File: src/rtl/xor_stream_pkg.sv
// xor_stream_pkg: shared types and constants for the xor_stream block.
package xor_stream_pkg;

  typedef enum logic {
    XS_IDLE = 1'b0,
    XS_BUSY = 1'b1
  } xs_state_t;

  localparam logic XS_MODE_BITWISE = 1'b0;
  localparam logic XS_MODE_ACCUM   = 1'b1;
  localparam int   XS_CNT_W        = 16;

  // Saturating increment for the beat counter.
  function automatic logic [XS_CNT_W-1:0] xs_sat_inc(input logic [XS_CNT_W-1:0] v);
    return (&v) ? v : v + 1'b1;
  endfunction

endpackage

File: src/rtl/xor_stream_if.sv
// xor_stream_if: operand stream in, result stream out.
// out_beats exists only when XOR_STREAM_CNT_EN is defined.
interface xor_stream_if #(parameter int WIDTH = 8);
  import xor_stream_pkg::*;

  logic             in_valid;
  logic             in_ready;
  logic [WIDTH-1:0] in_x;
  logic [WIDTH-1:0] in_y;
  logic             in_last;
  logic             mode;
  logic             out_valid;
  logic             out_ready;
  logic [WIDTH-1:0] out_z;
  logic             out_last;
  logic             out_par;
`ifdef XOR_STREAM_CNT_EN
  logic [XS_CNT_W-1:0] out_beats;
`endif

  // Block side.
  modport slave (
    input  in_valid, in_x, in_y, in_last, mode, out_ready,
    output in_ready, out_valid, out_z, out_last, out_par
`ifdef XOR_STREAM_CNT_EN
    , output out_beats
`endif
  );

  // Producer/consumer side.
  modport master (
    output in_valid, in_x, in_y, in_last, mode, out_ready,
    input  in_ready, out_valid, out_z, out_last, out_par
`ifdef XOR_STREAM_CNT_EN
    , input out_beats
`endif
  );

endinterface

File: src/rtl/xor_stream_oreg.sv
// xor_stream_oreg: one-entry output register slice with valid/ready.
// Accepts when empty or when the held entry drains in the same cycle,
// so back-to-back traffic flows with no bubble.
module xor_stream_oreg #(
  parameter int PW = 8
) (
  input  logic          clk,
  input  logic          rst_n,
  input  logic          i_valid,
  output logic          o_ready,
  input  logic [PW-1:0] i_data,
  output logic          o_valid,
  input  logic          i_ready,
  output logic [PW-1:0] o_data
);

  logic          r_valid;
  logic [PW-1:0] r_data;

  assign o_ready = !r_valid || i_ready;
  assign o_valid = r_valid;
  assign o_data  = r_data;

  // Load on accept, otherwise empty once the consumer takes the entry.
  always_ff @(posedge clk or negedge rst_n) begin
    if (!rst_n) begin
      r_valid <= 1'b0;
      r_data  <= '0;
    end else if (i_valid && o_ready) begin
      r_valid <= 1'b1;
      r_data  <= i_data;
    end else if (i_ready) begin
      r_valid <= 1'b0;
    end
  end

endmodule

File: src/rtl/xor_stream.sv
// xor_stream: registered XOR stream element, bitwise or packet-accumulate,
// with packet parity on the last beat. Optional beat counter on
// out_beats when XOR_STREAM_CNT_EN is defined.
module xor_stream
  import xor_stream_pkg::*;
#(
  parameter int WIDTH = 8
) (
  input logic         clk,
  input logic         rst_n,
  xor_stream_if.slave bus
);

`ifdef XOR_STREAM_CNT_EN
  localparam int PW = XS_CNT_W + WIDTH + 2;
`else
  localparam int PW = WIDTH + 2;
`endif

  xs_state_t        r_state, w_state_nxt;
  logic             r_mode;
  logic [WIDTH-1:0] r_acc;
  logic             r_par;

  logic             w_in_ready, w_accept, w_first, w_mode;
  logic [WIDTH-1:0] w_d, w_acc_new, w_z;
  logic             w_par_new, w_par_out;
  logic [PW-1:0]    w_pld_in, w_pld_out;
  logic             w_out_valid;

  assign w_accept  = bus.in_valid && w_in_ready;
  assign w_first   = (r_state == XS_IDLE);
  // Mode is taken live on the first beat, then held for the packet.
  assign w_mode    = w_first ? bus.mode : r_mode;
  assign w_d       = bus.in_x ^ bus.in_y;
  assign w_acc_new = (w_first ? '0 : r_acc) ^ w_d;
  assign w_par_new = (w_first ? 1'b0 : r_par) ^ (^w_d);
  assign w_z       = (w_mode == XS_MODE_ACCUM) ? w_acc_new : w_d;
  assign w_par_out = bus.in_last ? w_par_new : 1'b0;

`ifdef XOR_STREAM_CNT_EN
  logic [XS_CNT_W-1:0] r_cnt, w_cnt_new, w_beats;
  assign w_cnt_new = xs_sat_inc(w_first ? '0 : r_cnt);
  assign w_beats   = bus.in_last ? w_cnt_new : '0;

  // Beat counter, cleared at packet end.
  always_ff @(posedge clk or negedge rst_n) begin
    if (!rst_n)                       r_cnt <= '0;
    else if (w_accept && bus.in_last) r_cnt <= '0;
    else if (w_accept)                r_cnt <= w_cnt_new;
  end

  assign w_pld_in = {w_beats, w_par_out, bus.in_last, w_z};
  assign bus.out_beats = w_pld_out[WIDTH+2 +: XS_CNT_W];
`else
  assign w_pld_in = {w_par_out, bus.in_last, w_z};
`endif

  // State register.
  always_ff @(posedge clk or negedge rst_n) begin
    if (!rst_n) r_state <= XS_IDLE;
    else        r_state <= w_state_nxt;
  end

  // Next state: packet boundary follows in_last of accepted beats.
  always_comb begin
    w_state_nxt = r_state;
    if (w_accept) w_state_nxt = bus.in_last ? XS_IDLE : XS_BUSY;
  end

  // Packet accumulators and latched mode; cleared after the last beat.
  always_ff @(posedge clk or negedge rst_n) begin
    if (!rst_n) begin
      r_mode <= XS_MODE_BITWISE;
      r_acc  <= '0;
      r_par  <= 1'b0;
    end else if (w_accept) begin
      if (w_first) r_mode <= bus.mode;
      if (bus.in_last) begin
        r_acc <= '0;
        r_par <= 1'b0;
      end else begin
        r_acc <= w_acc_new;
        r_par <= w_par_new;
      end
    end
  end

  xor_stream_oreg #(.PW(PW)) u_oreg (
    .clk     (clk),
    .rst_n   (rst_n),
    .i_valid (bus.in_valid),
    .o_ready (w_in_ready),
    .i_data  (w_pld_in),
    .o_valid (w_out_valid),
    .i_ready (bus.out_ready),
    .o_data  (w_pld_out)
  );

  assign bus.in_ready  = w_in_ready;
  assign bus.out_valid = w_out_valid;
  assign bus.out_z     = w_pld_out[WIDTH-1:0];
  assign bus.out_last  = w_pld_out[WIDTH];
  assign bus.out_par   = w_pld_out[WIDTH+1];

endmodule

File: src/flat_wrapper.sv
// flat-port wrapper written by rule: the top's interface ports become plain ports
module xor_stream_flat import xor_stream_pkg::*;
#(
  parameter int WIDTH = 8
)
  (clk, rst_n, bus_in_valid, bus_in_x, bus_in_y, bus_in_last, bus_mode, bus_out_ready, bus_in_ready, bus_out_valid, bus_out_z, bus_out_last, bus_out_par);
  xor_stream_if #(.WIDTH(WIDTH)) bus_i ();
  input logic clk;
  input logic rst_n;
  input wire logic [$bits(bus_i.in_valid)-1:0] bus_in_valid;
  input wire logic [$bits(bus_i.in_x)-1:0] bus_in_x;
  input wire logic [$bits(bus_i.in_y)-1:0] bus_in_y;
  input wire logic [$bits(bus_i.in_last)-1:0] bus_in_last;
  input wire logic [$bits(bus_i.mode)-1:0] bus_mode;
  input wire logic [$bits(bus_i.out_ready)-1:0] bus_out_ready;
  output wire logic [$bits(bus_i.in_ready)-1:0] bus_in_ready;
  output wire logic [$bits(bus_i.out_valid)-1:0] bus_out_valid;
  output wire logic [$bits(bus_i.out_z)-1:0] bus_out_z;
  output wire logic [$bits(bus_i.out_last)-1:0] bus_out_last;
  output wire logic [$bits(bus_i.out_par)-1:0] bus_out_par;
  assign bus_i.in_valid = bus_in_valid;
  assign bus_i.in_x = bus_in_x;
  assign bus_i.in_y = bus_in_y;
  assign bus_i.in_last = bus_in_last;
  assign bus_i.mode = bus_mode;
  assign bus_i.out_ready = bus_out_ready;
  assign bus_in_ready = bus_i.in_ready;
  assign bus_out_valid = bus_i.out_valid;
  assign bus_out_z = bus_i.out_z;
  assign bus_out_last = bus_i.out_last;
  assign bus_out_par = bus_i.out_par;
  xor_stream #(.WIDTH(WIDTH)) u_core (.clk(clk), .rst_n(rst_n), .bus(bus_i));
endmodule
File: config.mk
export PLATFORM = sky130hd
export DESIGN_NAME = xor_stream_flat
export DESIGN_NICKNAME = d
export VERILOG_FILES = /design/src/rtl/xor_stream_pkg.sv /design/src/rtl/xor_stream_if.sv /design/src/rtl/xor_stream_oreg.sv /design/src/rtl/xor_stream.sv /design/src/flat_wrapper.sv
export SDC_FILE = /design/constraint.sdc
export NUM_CORES = 1
export LEC_CHECK = 0
export CORE_MARGIN = 2
export CORE_UTILIZATION = 42
export CTS_CLUSTER_DIAMETER = 60
export CTS_CLUSTER_SIZE = 8
export DETAILED_ROUTE_END_ITERATION = 6
export PLACE_DENSITY = 0.74
export SETUP_SLACK_MARGIN = 0.02
export SYNTH_ARGS = -nofsm -noshare
export SYNTH_HDL_FRONTEND = slang
export SYNTH_SLANG_ARGS = --single-unit
File: constraint.sdc
create_clock -name clk -period 1.1 [get_ports clk]
set_input_delay 0.22 -clock clk [delete_from_list [all_inputs] [get_ports clk]]
set_output_delay 0.22 -clock clk [all_outputs]
set_load 0.02 [all_outputs]
Word level (Yosys, flattened, before mapping)
Index checks and enable logic that the tools add are counted.

Flip-flop bits (word level): 22. Output and inout bits: 12. Logic and storage cells: 24.

Mux-type cells: 10. Bitwise gates (word level): 3. Reduce and logical (&&, ||, !) cells: 5.

Operators with widths (count): $mux 8 (3); $xor 8x8->8 (2); $reduce_xor 8->1 (1); $mux 1 (7); $reduce_bool 2->1 (1); $logic_and 1x1->1 (1); $logic_not 1->1 (1); $logic_or 1x1->1 (1); $xor 1x1->1 (1).

Longest topological paths before layout
Word-level depth: 4. Mapped depth: 6.

Cells and area by module
From an unflattened synthesis, not the netlist that was laid out.

Cell total of the unflattened synthesis: 116. Area, all modules: 1303.8 um2.

Modules (own cells, without submodules): xor_stream (instances 1, cells an instance 92, area each 838.3 um2, sequential area each 275.3 um2); xor_stream_oreg (instances 1, cells an instance 24, area each 465.4 um2, sequential area each 275.3 um2).

Least setup slack after synthesis
Ideal clock, no wire load.

Path kind: input -> register. From: in bus_in_y[5]. To: reg u_core.u_oreg.r_data[9], in the netlist u_core.u_oreg.o_data[9]. Setup time: 0.120 ns. Arrival time: 1.325 ns. Required time: 0.980 ns. Path slack: -0.344 ns. Stages on the path: 5. Cells stage by stage: xor2_2 xnor3_1 xnor2_1 xnor2_1 a31o_1.

Longest elaborated chain between the ends: 4.

Ends and longest elaborated chain: start, declared (line flat_wrapper.sv:12) `input wire logic [$bits(bus_i.in_y)-1:0] bus_in_y;`; $xor 8x8->8 (line xor_stream.sv:35) `assign w_d = bus.in_x ^ bus.in_y;`; $reduce_xor 8->1 (line xor_stream.sv:37) `assign w_par_new = (w_first ? 1'b0 : r_par) ^ (^w_d);`; $xor 1x1->1 (line xor_stream.sv:37); $mux 1 (line xor_stream.sv:39) `assign w_par_out = bus.in_last ? w_par_new : 1'b0;`; end signal, assigned (line xor_stream_oreg.sv:31) `r_data <= i_data;`; end, declared (line xor_stream_oreg.sv:18) `logic [PW-1:0] r_data;`.

No other way between the ends. A chain may end at the register's enable or synchronous reset.

Worst setup path after layout
From: in bus_in_y[7]. To: reg u_core.r_par.

Longest elaborated chain between the ends: 4.

Ends and longest elaborated chain: $xor 8x8->8 (line xor_stream.sv:35); $reduce_xor 8->1 (line xor_stream.sv:37); $xor 1x1->1 (line xor_stream.sv:37); $mux 1 (line xor_stream.sv:79) `if (bus.in_last) begin`; end signal, assigned (line xor_stream.sv:84) `r_par <= w_par_new;`; end, declared (line xor_stream.sv:23) `logic r_par;`.

No other way between the ends.

==> metrics <==
status=finished with violations; failing checks=negative setup slack; worst reg-to-reg setup slack=-0.19 ns; Worst Tran Pin Value=between 0.3 and 0.4 ns; Synth Area per Inst=~10 µm²; Ant. Diodes=0; Slew Viols, Final=0; Final WS setup=-0.197 ns; port bufs=33; RSZ-0062 raised after global routing=yes; row cnt=19; Sink Count=22; VDD IR-drop max=between 1 and 1.5 mV; initial antenna violation count=0; Synth Cell Area=0.00121 mm²; FF-to-FF path depth=5; yosys warns=0; #FFs+latches synth=22; DIE WIDTH=about 58 µm; Post-Syn Instances=between 100 and 150; Crit. Startpoint=bus_in_y[7]; hold_ws=~0.23 ns; WL final=3.09 mm; Root Driver=clkbuf_4; Place WS=-0.903 ns; Starting Density=about 44%; Worst Hold Class=in2async; type of destination of the critical path=flop; Worst Path Max Fanout=2; first-pass GRT wire length=between 5 and 6 mm; H-tree depth=1; Clock Latency Late Sink=between 0.3 and 0.4 ns; CP Cell Sequence=buf_2 > xor2_4 > xnor3_1 > xnor2_2 > xnor2_2 > a22o_1; fin nets=around 200; Hold Vio Cnt, Final=0; vias per inst=around 4.9; Design Area, Final=between 0.002 and 0.0025 mm²; Pleak=approximately 0.95 nW; sequential element share of the synthesized area=between 40% and 50%; Async S/R FF share, synth=100%; CP Data Arrival Time=between 1.5 and 2 ns; Final setup viols=25; Crit Path Category=in2reg; placed cell areas=between 0.0015 and 0.002 mm²; total CTS buffers=3; Max Cap Viol=0; placer congestion estimate=0.770; Post-synth EDFFs=0; Period Utilization, post-route=118%; Clock Skews=about 0.0044 ns; Syn-to-layout area delta=70.5%; IO Pins=34; Syn Nets=between 100 and 150; relative slew slack=about three quarters; maximum operating frequency=between 0.7 and 0.8 GHz; Iter 0 DRT Violations=19; Fill cells=between 150 and 200; Core Region=about 0.0027 mm²; First-pass DRT Iterations=4; vias in the first global route=1135; CP peak stage delay=roughly 0.45 ns; Clk pin slew, worst setup/hold paths=~0.14 ns; gr ovfl total=0; pin count of the biggest net entering global routing=23; CTS tree=built; Die Area=between 0.003 and 0.004 mm²; Fin Setup TNS=-2.65 ns; clk buf depth=2; CP max-delay cell=xnor3_1; RR Startpoint=u_core.r_state$_DFFE_PN0P_; minimum clock period=roughly 1.3 ns; pwr/cell area=between 1500 and 2000 mW/mm²; dominant synthesized flop cell=dfrtp_1; CP bufs+invs=1; worst r2r dst=u_core.r_par$_DFFE_PN0P_; Top Family by Delay on Critical Path=XOR/XNOR gates; Cell variety after synth=21; die height=a little under 60 µm; post-route ant nets=0; crit-path most repeated cell=xnor2_2; CP required=about 1.3 ns; proportion of layout cells with a drive suffix above 1=about half; startpoint types=input pin; DRC viols=0; DP HPWL=1.97 mm; cts hold-fix bufs=0; WL per Instance=about 15 µm; Vias=1046; Total GRT Usage=20.9%
[worst max-delay path by stage]
| stage | end | slack, ns | depth (start not counted) |
|---|---|---|---|
| global placement | u_core.r_par$_DFFE_PN0P_ | -0.87 | 6 |
| finish | u_core.r_par$_DFFE_PN0P_ | -0.20 | 6 |
| floorplan | u_core.r_par$_DFFE_PN0P_ | -0.29 | 5 |
| detailed placement | u_core.u_oreg.o_data[9]$_DFFE_PN0P_ | -0.90 | 6 |
| CTS | u_core.r_par$_DFFE_PN0P_ | -0.14 | 5 |
| global route | u_core.r_par$_DFFE_PN0P_ | -0.22 | 5 |
[cells in the mapped netlist (all sizes together), types with 2 or more instances]
cell,instances,share of area (%)
nand2b,2,1.2
xnor2,13,11
nor2,2,0.62
xor2,17,14
dfrtp,22,46
and2,3,1.8
clkbuf,4,1.2
a22o,8,5.8
o21ai,9,3.7
nand2,29,9.0
[metrics by stage]
step / cells / power, mW / utilization, %
floorplan: 116 / 1.83 / -
global placement: 196 / 2.32 / 64.8
detailed placement: 196 / 2.36 / 64.8
CTS: 209 / 3.25 / 73.7
global route: 212 / 3.52 / 75.3
finish: 212 / 3.35 / 75.3
[state kept, by name (all words and copies together) (netlist names)]
signal / flops
u_core.r_acc: 8
u_core.r_mode: 1
u_core.r_par: 1
u_core.r_state: 1
u_core.u_oreg.o_data: 10
u_core.u_oreg.o_valid: 1
[per-layer routing]
layer	wire length, µm	share of wire, %	global-route usage [%]	up-vias
met3	133	4.3	3.13	2
met4	14	0.45	5.98	0
met5	0	0	0	-
li1	-	-	-	504
met1	1160	38	24.5	510
met2	1780	58	39.3	30
[cells by family after synthesis]
group           Yosys count  synth area share [%]
simple gates             37                  13.3
xor+xnor                 31                  26.7
flops                    22                  45.6
compound gates           20                  11.3
buf+inv                   5                  2.18
mux                       1                 0.933
[layout by cell type, fill, tap and decap left out, types with 2 or more instances in the layout]
cell / n
nor2_4: 2
a22o_1: 8
buf_4: 23
xor2_2: 8
xnor2_1: 7
clkbuf_4: 3
clkdlybuf4s50_1: 5
clkbuf_2: 2
nand2_2: 8
xor2_1: 8
buf_2: 4
and2_4: 2
xnor2_2: 5
nand2_1: 20
dlygate4sd2_1: 10
buf_6: 17
o21ai_1: 8
dfrtp_1: 21
[area by class of cell]
type / instances / area (µm²) / share of cell area (%)
multi-input cells: 90 / 811 / 39.4
repair buffers: 65 / 604 / 29.4
flip-flops and latches: 22 / 552 / 26.8
well taps: 31 / 38.8 / 1.88
clock inverters: 1 / 30.0 / 1.46
clock buffers: 3 / 22.5 / 1.09
[power breakdown]
part / switching, mW / internal [mW]
clock: 0.286 / 0.368
combinational: 0.683 / 0.876
sequential: 0.153 / 0.988
[timing repair]
| action | CTS | global route |
|---|---|---|
| resized for setup | 122 | 10 |
| pin swaps | 27 | 17 |
| cloned | 3 | 0 |
| setup endpoints to repair | 31 | 33 |
| buffers inserted | 7 | 3 |
No activity file was read; power rests on OpenSTA's default activity.
